`src/rtl/cp0_timer_pkg.sv`:
```
// rtl/cp0_timer_pkg.sv - CP0 Count/timer constants: register addresses and reset value.
package cp0_timer_pkg;

    localparam logic [7:0]  CP0ADDR_COUNT   = 8'h48;   // rd 9,  sel 0
    localparam logic [7:0]  CP0ADDR_COMPARE = 8'h58;   // rd 11, sel 0
    localparam logic [31:0] COUNT_INI       = 32'h0;

    function automatic logic is_addr(input logic we, input logic [7:0] addr,
                                     input logic [7:0] target);
        return we && (addr == target);
    endfunction

endpackage

```
`src/rtl/cp0_timer.sv`:
```
// rtl/cp0_timer.sv - CP0 Count register with sticky Compare-match timer interrupt.
// Optional COUNT_HALF_RATE_EN: Count advances every other clk via a tick flop.
module cp0_timer
    import cp0_timer_pkg::*;
(
    input  logic        clk,
    input  logic        rst_n,
    input  logic        mtc0_we,
    input  logic [7:0]  cp0_addr,
    input  logic [31:0] mtc0_data,
    input  logic [31:0] cp0_Compare_data,
    output logic [31:0] cp0_Count_data,
    output logic        timer_int
);

    logic [31:0] r_count;
    logic        r_ti;
    logic        w_count_wr;
    logic        w_cmp_wr;
    logic        w_inc;
    logic [31:0] w_count_next;

    assign w_count_wr   = is_addr(mtc0_we, cp0_addr, CP0ADDR_COUNT);
    assign w_cmp_wr     = is_addr(mtc0_we, cp0_addr, CP0ADDR_COMPARE);
    assign w_count_next = r_count + 32'd1;

`ifdef COUNT_HALF_RATE_EN
    logic r_tick;

    // Restarting the divider on a Count write gives a full period before the first increment.
    always_ff @(posedge clk or negedge rst_n) begin
        if (!rst_n) begin
            r_tick <= 1'b0;
        end else if (w_count_wr) begin
            r_tick <= 1'b0;
        end else begin
            r_tick <= ~r_tick;
        end
    end

    assign w_inc = !w_count_wr && r_tick;
`else
    assign w_inc = !w_count_wr;
`endif

    always_ff @(posedge clk or negedge rst_n) begin
        if (!rst_n) begin
            r_count <= COUNT_INI;
        end else if (w_count_wr) begin
            r_count <= mtc0_data;
        end else if (w_inc) begin
            r_count <= w_count_next;
        end
    end

    // Match is judged only on increments, so a Count write equal to Compare never fires.
    always_ff @(posedge clk or negedge rst_n) begin
        if (!rst_n) begin
            r_ti <= 1'b0;
        end else if (w_cmp_wr) begin
            r_ti <= 1'b0;
        end else if (w_inc && (w_count_next == cp0_Compare_data)) begin
            r_ti <= 1'b1;
        end
    end

    assign cp0_Count_data = r_count;
    assign timer_int      = r_ti;

endmodule
```
`config.mk`:
```
export PLATFORM = sky130hd
export DESIGN_NAME = cp0_timer
export DESIGN_NICKNAME = d
export VERILOG_FILES = /design/src/rtl/cp0_timer_pkg.sv /design/src/rtl/cp0_timer.sv
export SDC_FILE = /design/constraint.sdc
export NUM_CORES = 1
export LEC_CHECK = 0
export CORE_MARGIN = 4
export CORE_UTILIZATION = 40
export CTS_CLUSTER_DIAMETER = 150
export DETAILED_ROUTE_END_ITERATION = 10
export PLACE_DENSITY = 0.78
export RECOVER_POWER = 100
export SLEW_MARGIN = 20
export SYNTH_ARGS = -nofsm -noshare
export SYNTH_HDL_FRONTEND = slang
export SYNTH_SLANG_ARGS = --single-unit
export TNS_END_PERCENT = 30
```
`constraint.sdc`:
```
create_clock -name clk -period 2.4 [get_ports clk]
set_input_delay 0.48 -clock clk [delete_from_list [all_inputs] [get_ports clk]]
set_output_delay 0.48 -clock clk [all_outputs]
set_load 0.01 [all_outputs]
```
# Yosys cells after proc, flatten, opt, wreduce, memory -nomap -nowiden
# Cells that the tools add are included.
# W data, S select, Z words.
[totals]
ff_bits = 33
inputBits = 75
[classes]
add_sub_neg = 1
eq_ne = 3
n_mux = 3
reduce_logical = 5
[ops]
columns = ["operator", "count"]
rows = [
  ["$add A32 B1 Y32 const B", 1],
  ["$eq A32 B32 Y1", 1],
  ["$mux W32", 1],
  ["$eq A8 B7 Y1 const B", 2],
  ["$logic_and A1 B1 Y1", 3],
  ["$mux W1", 2],
  ["$reduce_bool A2 Y1", 1],
  ["$logic_not A1 Y1", 1],
]

# Longest topological paths before layout
# Gate-level depths: netlist (run 1).
[logic_depth]
word_depth = 6
depth_mapped = 10
ltp_nobuf = 9

# Worst setup path after synthesis (run 1)
# No wires, ideal clock.
[synth_timing]
path_type = "register to register"
startpoint = "reg r_count[0], in the netlist cp0_Count_data[0]"
endpoint = "reg r_ti, in the netlist timer_int"
setup_time_ns = 0.092
t_arrival_ns = 2.615
required_ns = 2.308
setup_slack_ns = -0.307
path_stages_with_launch = 11
period_less_slack_ns = 2.707
cell_sequence = "dfrtp_1 > ha_1 > nand3_1 > nor4_4 > and3_1 > buf_4 > xor2_1 > o21ai_2 > o211ai_1 > or4_1 > o31ai_2"
[synth_between]
elab_chain_cells = 4
[synth_lines]
columns = ["item", "line_no", "rtl"]
rows = [
  ["start, declared", "cp0_timer.sv:16", "logic [31:0] r_count;"],
  ["start signal, assigned", "cp0_timer.sv:50", "r_count <= mtc0_data;"],
  ["start signal, assigned", "cp0_timer.sv:52", "r_count <= w_count_next;"],
  ["$add A32 B1 Y32", "cp0_timer.sv:25", "assign w_count_next = r_count + 32'd1;"],
  ["$eq A32 B32 Y1", "cp0_timer.sv:62", "end else if (w_inc && (w_count_next == cp0_Compare_data)) begin"],
  ["$logic_and A1 B1 Y1", "cp0_timer.sv:62", ""],
  ["$reduce_bool A2 Y1 (no line)", "-", ""],
  ["end signal, assigned", "cp0_timer.sv:59", "r_ti <= 1'b0;"],
  ["end signal, assigned", "cp0_timer.sv:61", "r_ti <= 1'b0;"],
  ["end signal, assigned", "cp0_timer.sv:63", "r_ti <= 1'b1;"],
  ["end, declared", "cp0_timer.sv:17", "logic r_ti;"],
]
# No other way between the ends.
# A chain may end at the register's enable or synchronous reset.

# Worst setup path in the final report (run 1)
[layout_timing]
startpoint = "reg r_count[1], in the netlist cp0_Count_data[1]"
endpoint = "reg r_ti, in the netlist timer_int"
# Same word-level chain as after synthesis.

==> results of run 1 <==
[placed cells by master, fill, tap and decap left out, types with 5 or more instances in the layout]
cell              n
a21oi_1          16
nand2_1          33
o21ai_0          20
nand3_1          10
clkbuf_8          5
clkdlybuf4s50_1  82
buf_4            79
nor2b_1           5
nor2_1           23
dfrtp_1          27
a31oi_1           6
xnor2_1          29
xor2_1           25
dlygate4sd3_1    25
and3_1            5
dfrtp_2           6
nand4_1          16
[what timing repair did]
action	in CTS	in global routing
pin swaps	4	13
endpoints found under the hold margin	0	0
buffers inserted	5	4
setup endpoints to repair	1	1
resized for setup	7	12
[final timing paths]
| kind | from | end | slack, ps | cells after the start |
|---|---|---|---|---|
| max | cp0_Count_data[1]$_DFF_PN0_ | timer_int$_DFFE_PN0P_ | -160 | 8 |
| min | rst_n | cp0_Count_data[8]$_DFF_PN0_ | 640 | 1 |
| max reg2reg | cp0_Count_data[1]$_DFF_PN0_ | timer_int$_DFFE_PN0P_ | -160 | 8 |
| min reg2reg | cp0_Count_data[0]$_DFF_PN0_ | cp0_Count_data[0]$_DFF_PN0_ | 650 | 2 |
| max in group asynchronous | rst_n | cp0_Count_data[12]$_DFF_PN0_ | 290 | 2 |
| min in group clk | cp0_Count_data[0]$_DFF_PN0_ | cp0_Count_data[0]$_DFF_PN0_ | 650 | 2 |
[metal layers]
layer	global-route usage, %	vias to the layer above
met5	0	-
met4	4.47	0
met1	36.0	1422
met2	41.3	128
met3	3.83	9
li1	-	1508
[cells in the mapped netlist (3+ instances only)]
master	count
a31oi_1	6
nor3b_1	3
nor3_1	7
a21oi_1	16
dfrtp_1	33
buf_2	5
nor4_4	3
nand4_1	16
o2111ai_1	3
inv_1	4
nor2b_1	5
and3_1	7
nor4_1	3
nor2_1	24
nand2b_1	4
nand2_1	33
o21ai_0	21
clkbuf_1	8
nand3_1	12
xor2_1	25
xnor2_1	30
[logic make-up after synthesis]
logic type / Yosys count / share of synthesized area (%)
DFF: 33 / 30.9
xor gates and xnor gates: 55 / 18.0
and+or+nand+nor: 136 / 30.0
buffers and inverters: 19 / 3.19
muxes: 3 / 1.31
adders and majority gates: 1 / 0.469
AOI/OAI and AO/OA: 66 / 16.1
[power by group through the flow]
stage	clock network [mW]	registers, mW	logic (mW)
4_1_cts	0.422	0.804	1.35
5_1_grt	0.437	0.839	1.47
2_1_floorplan	0	0.893	0.461
3_3_place_gp	0	0.816	1.25
6_report	0.412	0.820	1.36
3_5_place_dp	0	0.821	1.26
[cell type report]
type / count / area (µm²) / area share, %
clock buffers: 8 / 80.1 / 1.74
inverters: 4 / 15.0 / 0.326
multi-input cells: 261 / 1850 / 40.3
flip-flops and latches: 33 / 833 / 18.1
well taps: 77 / 96.3 / 2.09
repair buffers: 193 / 1730 / 37.5
[through the flow]
stage / util [%] / hold slack (ps) / TNS [ps] / area, µm² / setup WS [ps]
after global placement: 68.1 / 581 / -119 / 4380 / -119
after CTS: 70.6 / 602 / -112 / 4530 / -112
after floorplan: - / 184 / -60.9 / 2700 / -60.9
after global routing: 71.7 / 668 / -1460 / 4600 / -254
after detailed placement: 68.1 / 602 / -434 / 4380 / -434
final: 71.7 / 637 / -367 / 4600 / -164
[registers in the layout, summed over array words and instances, names as in the netlist]
signal,flops
timer_int,1
cp0_Count_data,32
==> impl_metrics.py, run 1 <==
metrics = {
    "status": {
        "status": "complete, but fails checks",
        "violations": "setup timing",
    },
    "global_route": {
        "grt_max_degree": 23,
        "grt_usage_pct": 25.4,
        "grt_pass1_wl_mm": 15.5,
        "grt_pass1_vias": 3071,
        "grt_overflow": 0,
        "antenna_found_initial": 0,
    },
    "routing": {
        "route.detailed.drc": 0,
        "postRouteWirelength_mm": 9.97,
        "avgViaCountPerCell": 5.32,
        "met2_wirelength_mm": 4.64,
        "wl_per_cell_um": 17.3,
        "first_iter_violations": 235,
        "antenna_left": 0,
        "top_layer_used": "met4",
        "met1_length_mm": 4.45,
        "dr.pass1.iters": 4,
        "wl_met3_um": 800,
        "via_count": 3067,
    },
    "synth": {
        "yosys-top-cells-area": "dfrtp_1 (31%), xnor2_1 (9.8%), xor2_1 (8.2%)",
        "synth_cell_types": 54,
        "ys_seq_area_share_pct": 30.9,
        "synth-seq-cells": 33,
        "synth-edff-count": 0,
        "syn_avg_cell_area_um2": 8.53,
        "synth_warnings": 0,
        "syn_inst": 313,
        "async_flop_share_pct": 100,
        "synth_area_leader_cell": "dfrtp_1",
        "synth_nets": 389,
        "synth_ff_type": "dfrtp_1",
        "synth_area_um2": 2670,
        "synth_top_area_share_pct": 30.9,
    },
    "pwr": {
        "switching_share_pct": 36.0,
        "p_per_area_nw_per_um2": 564,
        "switchingPower_mw": 0.934,
        "p_clk_share_pct": 15.9,
        "power_frac_comb_pct": 52.6,
        "leakage_nw": 1.91,
        "peakVddDrop_mv": 0.445,
        "power.total_mw": 2.60,
        "seqPwrFrac_pct": 31.6,
        "internal-power_mw": 1.66,
    },
    "placed_design": {
        "portBuffers": 107,
        "place_inst": 559,
        "gp_congestion": 0.986,
        "dp_hpwl_mm": 8.10,
    },
    "timing": {
        "worst_slack_ps": -164,
        "period_share_pct": 107,
        "worstMarginPinSlew_ps": 1060,
        "slew_viol_final": 0,
        "maxSlewHeadroom_pct": 29.4,
        "fin_skew_ps": 4.02,
        "grt_setup_unrepaired": "true",
        "setup_viol": 9,
        "fin_crit_ps": 2560,
        "hold_viol": 0,
        "max_clock_freq_mhz": 390,
    },
    "floorplanning": {
        "dieArea_um2": 8040,
        "coreArea_um2": 6420,
        "initial_utilization_pct": 41.6,
        "rows": 29,
        "die_x_um": 89.7,
        "fp.dieH_um": 89.7,
        "io_pins": 108,
    },
    "critical_path": {
        "worst-path-max-fanout": 4,
        "worstPathCellList": "ha_4 -> nand3_4 -> nor4_4 -> nand4b_1 -> xor2_1 -> o221ai_2 -> or4_4 -> o31ai_2",
        "crit_path_end_kind": "register",
        "critPathLaunchType": "register",
        "cp_top_family": "simple AND/OR/NAND/NOR gates",
        "cp_slowest_cell": "or4_4",
        "required_ps": 2590,
        "crit_buf_inv": 0,
        "cp.arrival_ps": 2760,
        "max_stage_delay_ps": 520,
        "critical_path_class": "reg2reg",
    },
    "finish": {
        "drive_gt1_share_pct": 25.7,
        "area_growth_pct": 72.5,
        "fin_cells": 576,
        "num_antenna_cells": 0,
        "n_fill_cell": 537,
        "nets": 574,
    },
    "clock_network": {
        "cts_tree": "yes",
        "numCtsBuffers": 5,
        "cts.clk_slew.worst_paths_ps": 70,
        "h-tree-depth": 2,
        "ctsHoldBuffers": 0,
        "root_buffer": "clkbuf_8",
        "clk_latency_ps": 290,
        "cts.sinks": 33,
        "cts_max_path_buffers": 2,
    },
    "hold_path": {
        "min_path_type": "in2async",
    },
    "flow_run": {
        "maxCapViolCount": 0,
    },
}
Note: power is estimated with default switching activity, not from simulation.
==> inputs of run 2 (changes only) <==
==> constraint.sdc (replaced) <==
create_clock -name clk -period 2.4 [get_ports clk]
set_input_delay 0.48 -clock clk [delete_from_list [all_inputs] [get_ports clk]]
set_output_delay 0.48 -clock clk [all_outputs]
set_load 0.02 [all_outputs]
==> run 2 against run 1 <==
Compared with the run above:
- the flow still finishes with violations (setup timing)
- non-clock buffer count decreased by 15
- wire length decreased by 5.2%
- clock skew increased by 3.7 ps
- global-route usage decreased by 0.97 points
- sequential share of layout area increased by 0.91 points
- power decreased by 2.6%
- flip-flop and latch count unchanged
- first-iteration DRC count decreased by 25%
- critical path depth increased by 2
- die area unchanged
- count of clock-buffer cells in the layout unchanged
- via count decreased by 0.46%
==> impl_metrics.py, run 2 (synthesis results as in run 1) <==
metrics = {
    "routing": {
        "via_count": 3053,
        "route.detailed.drc": 0,
        "avgViaCountPerCell": 5.44,
        "wl_per_cell_um": 16.9,
        "postRouteWirelength_mm": 9.46,
        "dr.pass1.iters": 4,
        "antenna_left": 0,
        "first_iter_violations": 176,
    },
    "floorplanning": {
        "initial_utilization_pct": 41.6,
        "fp.dieH_um": 89.7,
        "die_x_um": 89.7,
        "rows": 29,
        "coreArea_um2": 6420,
        "dieArea_um2": 8040,
        "io_pins": 108,
    },
    "global_route": {
        "antenna_found_initial": 0,
        "grt_overflow": 0,
        "grt_pass1_wl_mm": 15.0,
        "grt_usage_pct": 24.4,
        "grt_max_degree": 34,
        "grt_pass1_vias": 3112,
    },
    "finish": {
        "mostFrequentLayoutCell": "clkdlybuf4s50_1",
        "fin_cells": 561,
        "nets": 559,
        "n_fill_cell": 543,
        "largest_reg_flops": 32,
        "final_cell_mix": "clkdlybuf4s50_1 (72), buf_4 (64), dlygate4sd3_1 (35), nand2_1 (33), xnor2_1 (30)",
        "area_growth_pct": 65.5,
        "drive_gt1_share_pct": 22.1,
        "num_antenna_cells": 0,
    },
    "critical_path": {
        "cp_slowest_cell": "a221o_1",
        "max_stage_delay_ps": 460,
        "required_ps": 2590,
        "worst-path-max-fanout": 5,
        "cp.arrival_ps": 2720,
        "crit_top_cell": "nand4_1",
        "r2r-start": "cp0_Count_data[0]$_DFF_PN0_",
        "cp-startpoint": "cp0_Count_data[0]$_DFF_PN0_",
        "worstPathCellList": "ha_4 -> buf_4 -> and3_1 -> nand4_1 -> a221o_1 -> nor4_2 -> nand4_1 -> nor4_2 -> nand4_1 -> o31ai_2",
        "crit_path_end_kind": "register",
        "critPathLaunchType": "register",
        "critical_path_class": "reg2reg",
    },
    "pwr": {
        "leakage_nw": 1.82,
        "switching_share_pct": 38.5,
        "seqPwrFrac_pct": 32.3,
        "power.total_mw": 2.53,
        "p_clk_share_pct": 16.3,
        "internal-power_mw": 1.56,
        "switchingPower_mw": 0.972,
        "p_per_area_nw_per_um2": 572,
        "power_frac_comb_pct": 51.4,
        "peakVddDrop_mv": 0.514,
    },
    "flow_run": {
        "maxCapViolCount": 0,
    },
    "timing": {
        "fin_skew_ps": 7.72,
        "setup_viol": 1,
        "grt_setup_unrepaired": "true",
        "worstMarginPinSlew_ps": 875,
        "maxSlewHeadroom_pct": 41.7,
        "period_share_pct": 106,
        "slew_viol_final": 0,
        "worst_slack_ps": -133,
        "max_clock_freq_mhz": 395,
        "hold_viol": 0,
        "fin_crit_ps": 2530,
    },
    "clock_network": {
        "cts_tree": "yes",
        "numCtsBuffers": 5,
        "clk_latency_ps": 280,
        "cts.sinks": 33,
        "ctsHoldBuffers": 0,
        "cts.clk_slew.worst_paths_ps": 70,
        "cts_max_path_buffers": 2,
        "root_buffer": "clkbuf_8",
        "h-tree-depth": 2,
    },
    "status": {
        "violations": "setup timing",
        "status": "complete, but fails checks",
    },
    "placed_design": {
        "place_inst": 552,
        "dp_slack_ps": -294,
        "dp_hpwl_mm": 7.75,
        "portBuffers": 107,
        "gp_congestion": 0.911,
    },
    "hold_path": {
        "min_path_type": "reg2reg",
        "hp-start": "cp0_Count_data[30]$_DFF_PN0_",
    },
}
## run 2: per-layer routing
metal | vias up | part of all wire (%) | global-route usage (%)
li1 | 1477 | - | -
met1 | 1423 | 44 | 32.4
met2 | 131 | 47 | 41.0
met3 | 22 | 7.5 | 4.56
met4 | 0 | 1.8 | 5.82
met5 | - | 0 | 0
## run 2: final cells by class
cell class | instances | area [µm²] | share of cell area, %
multi-input combinational | 261 | 1800 | 40.8
timing repair buffer | 178 | 1580 | 35.8
sequential | 33 | 840 | 19.0
tap | 77 | 96.3 | 2.18
clock buffer | 8 | 80.1 | 1.81
inverter | 4 | 15.0 | 0.340
## run 2: path summary, 6_finish.rpt
kind                                                      to  slack [ps]  depth (start not counted)
min in group asynchronous       cp0_Count_data[13]$_DFF_PN0_         840                          2
worst min register to register  cp0_Count_data[30]$_DFF_PN0_         650                          2
worst max-delay path                   timer_int$_DFFE_PN0P_        -130                         10
worst min-delay path            cp0_Count_data[30]$_DFF_PN0_         650                          2
worst max register to register         timer_int$_DFFE_PN0P_        -130                         10
max in group asynchronous        cp0_Count_data[7]$_DFF_PN0_         960                          2
## run 2: what timing repair did
action | in CTS | in global routing
endpoints found under the setup margin | 1 | 1
setup buffers | 0 | 1
gates cloned | 0 | 0
resized for setup | 2 | 4
pin swaps | 0 | 2
## run 2: worst max-delay path: cells and delay by family (launching register included)
family                     cells  cell delay [ps]
adders and majority gates      1              140
DFF                            1              400
AOI/OAI and AO/OA              2              660
buffers and inverters          1              100
and+or+nand+nor                6             1140
## run 2: power groups by stage
stage	logic, mW	registers (mW)	clock network, mW
after floorplan	0.466	0.997	0
after global placement	1.31	0.817	0
after detailed placement	1.33	0.827	0
after CTS	1.34	0.818	0.417
after global routing	1.40	0.835	0.449
final	1.30	0.816	0.413
## run 2: metrics by stage
step                hold WS [ps]  instance area (µm²)  TNS (ps)  util, %
finish                       655                 4420      -133     68.8
global route                 705                 4420      -892     68.8
floorplan                    184                 2720     -87.4        -
CTS                          626                 4430      -121     68.9
detailed placement           641                 4340      -294     67.6
global placement             622                 4340      -204     67.6
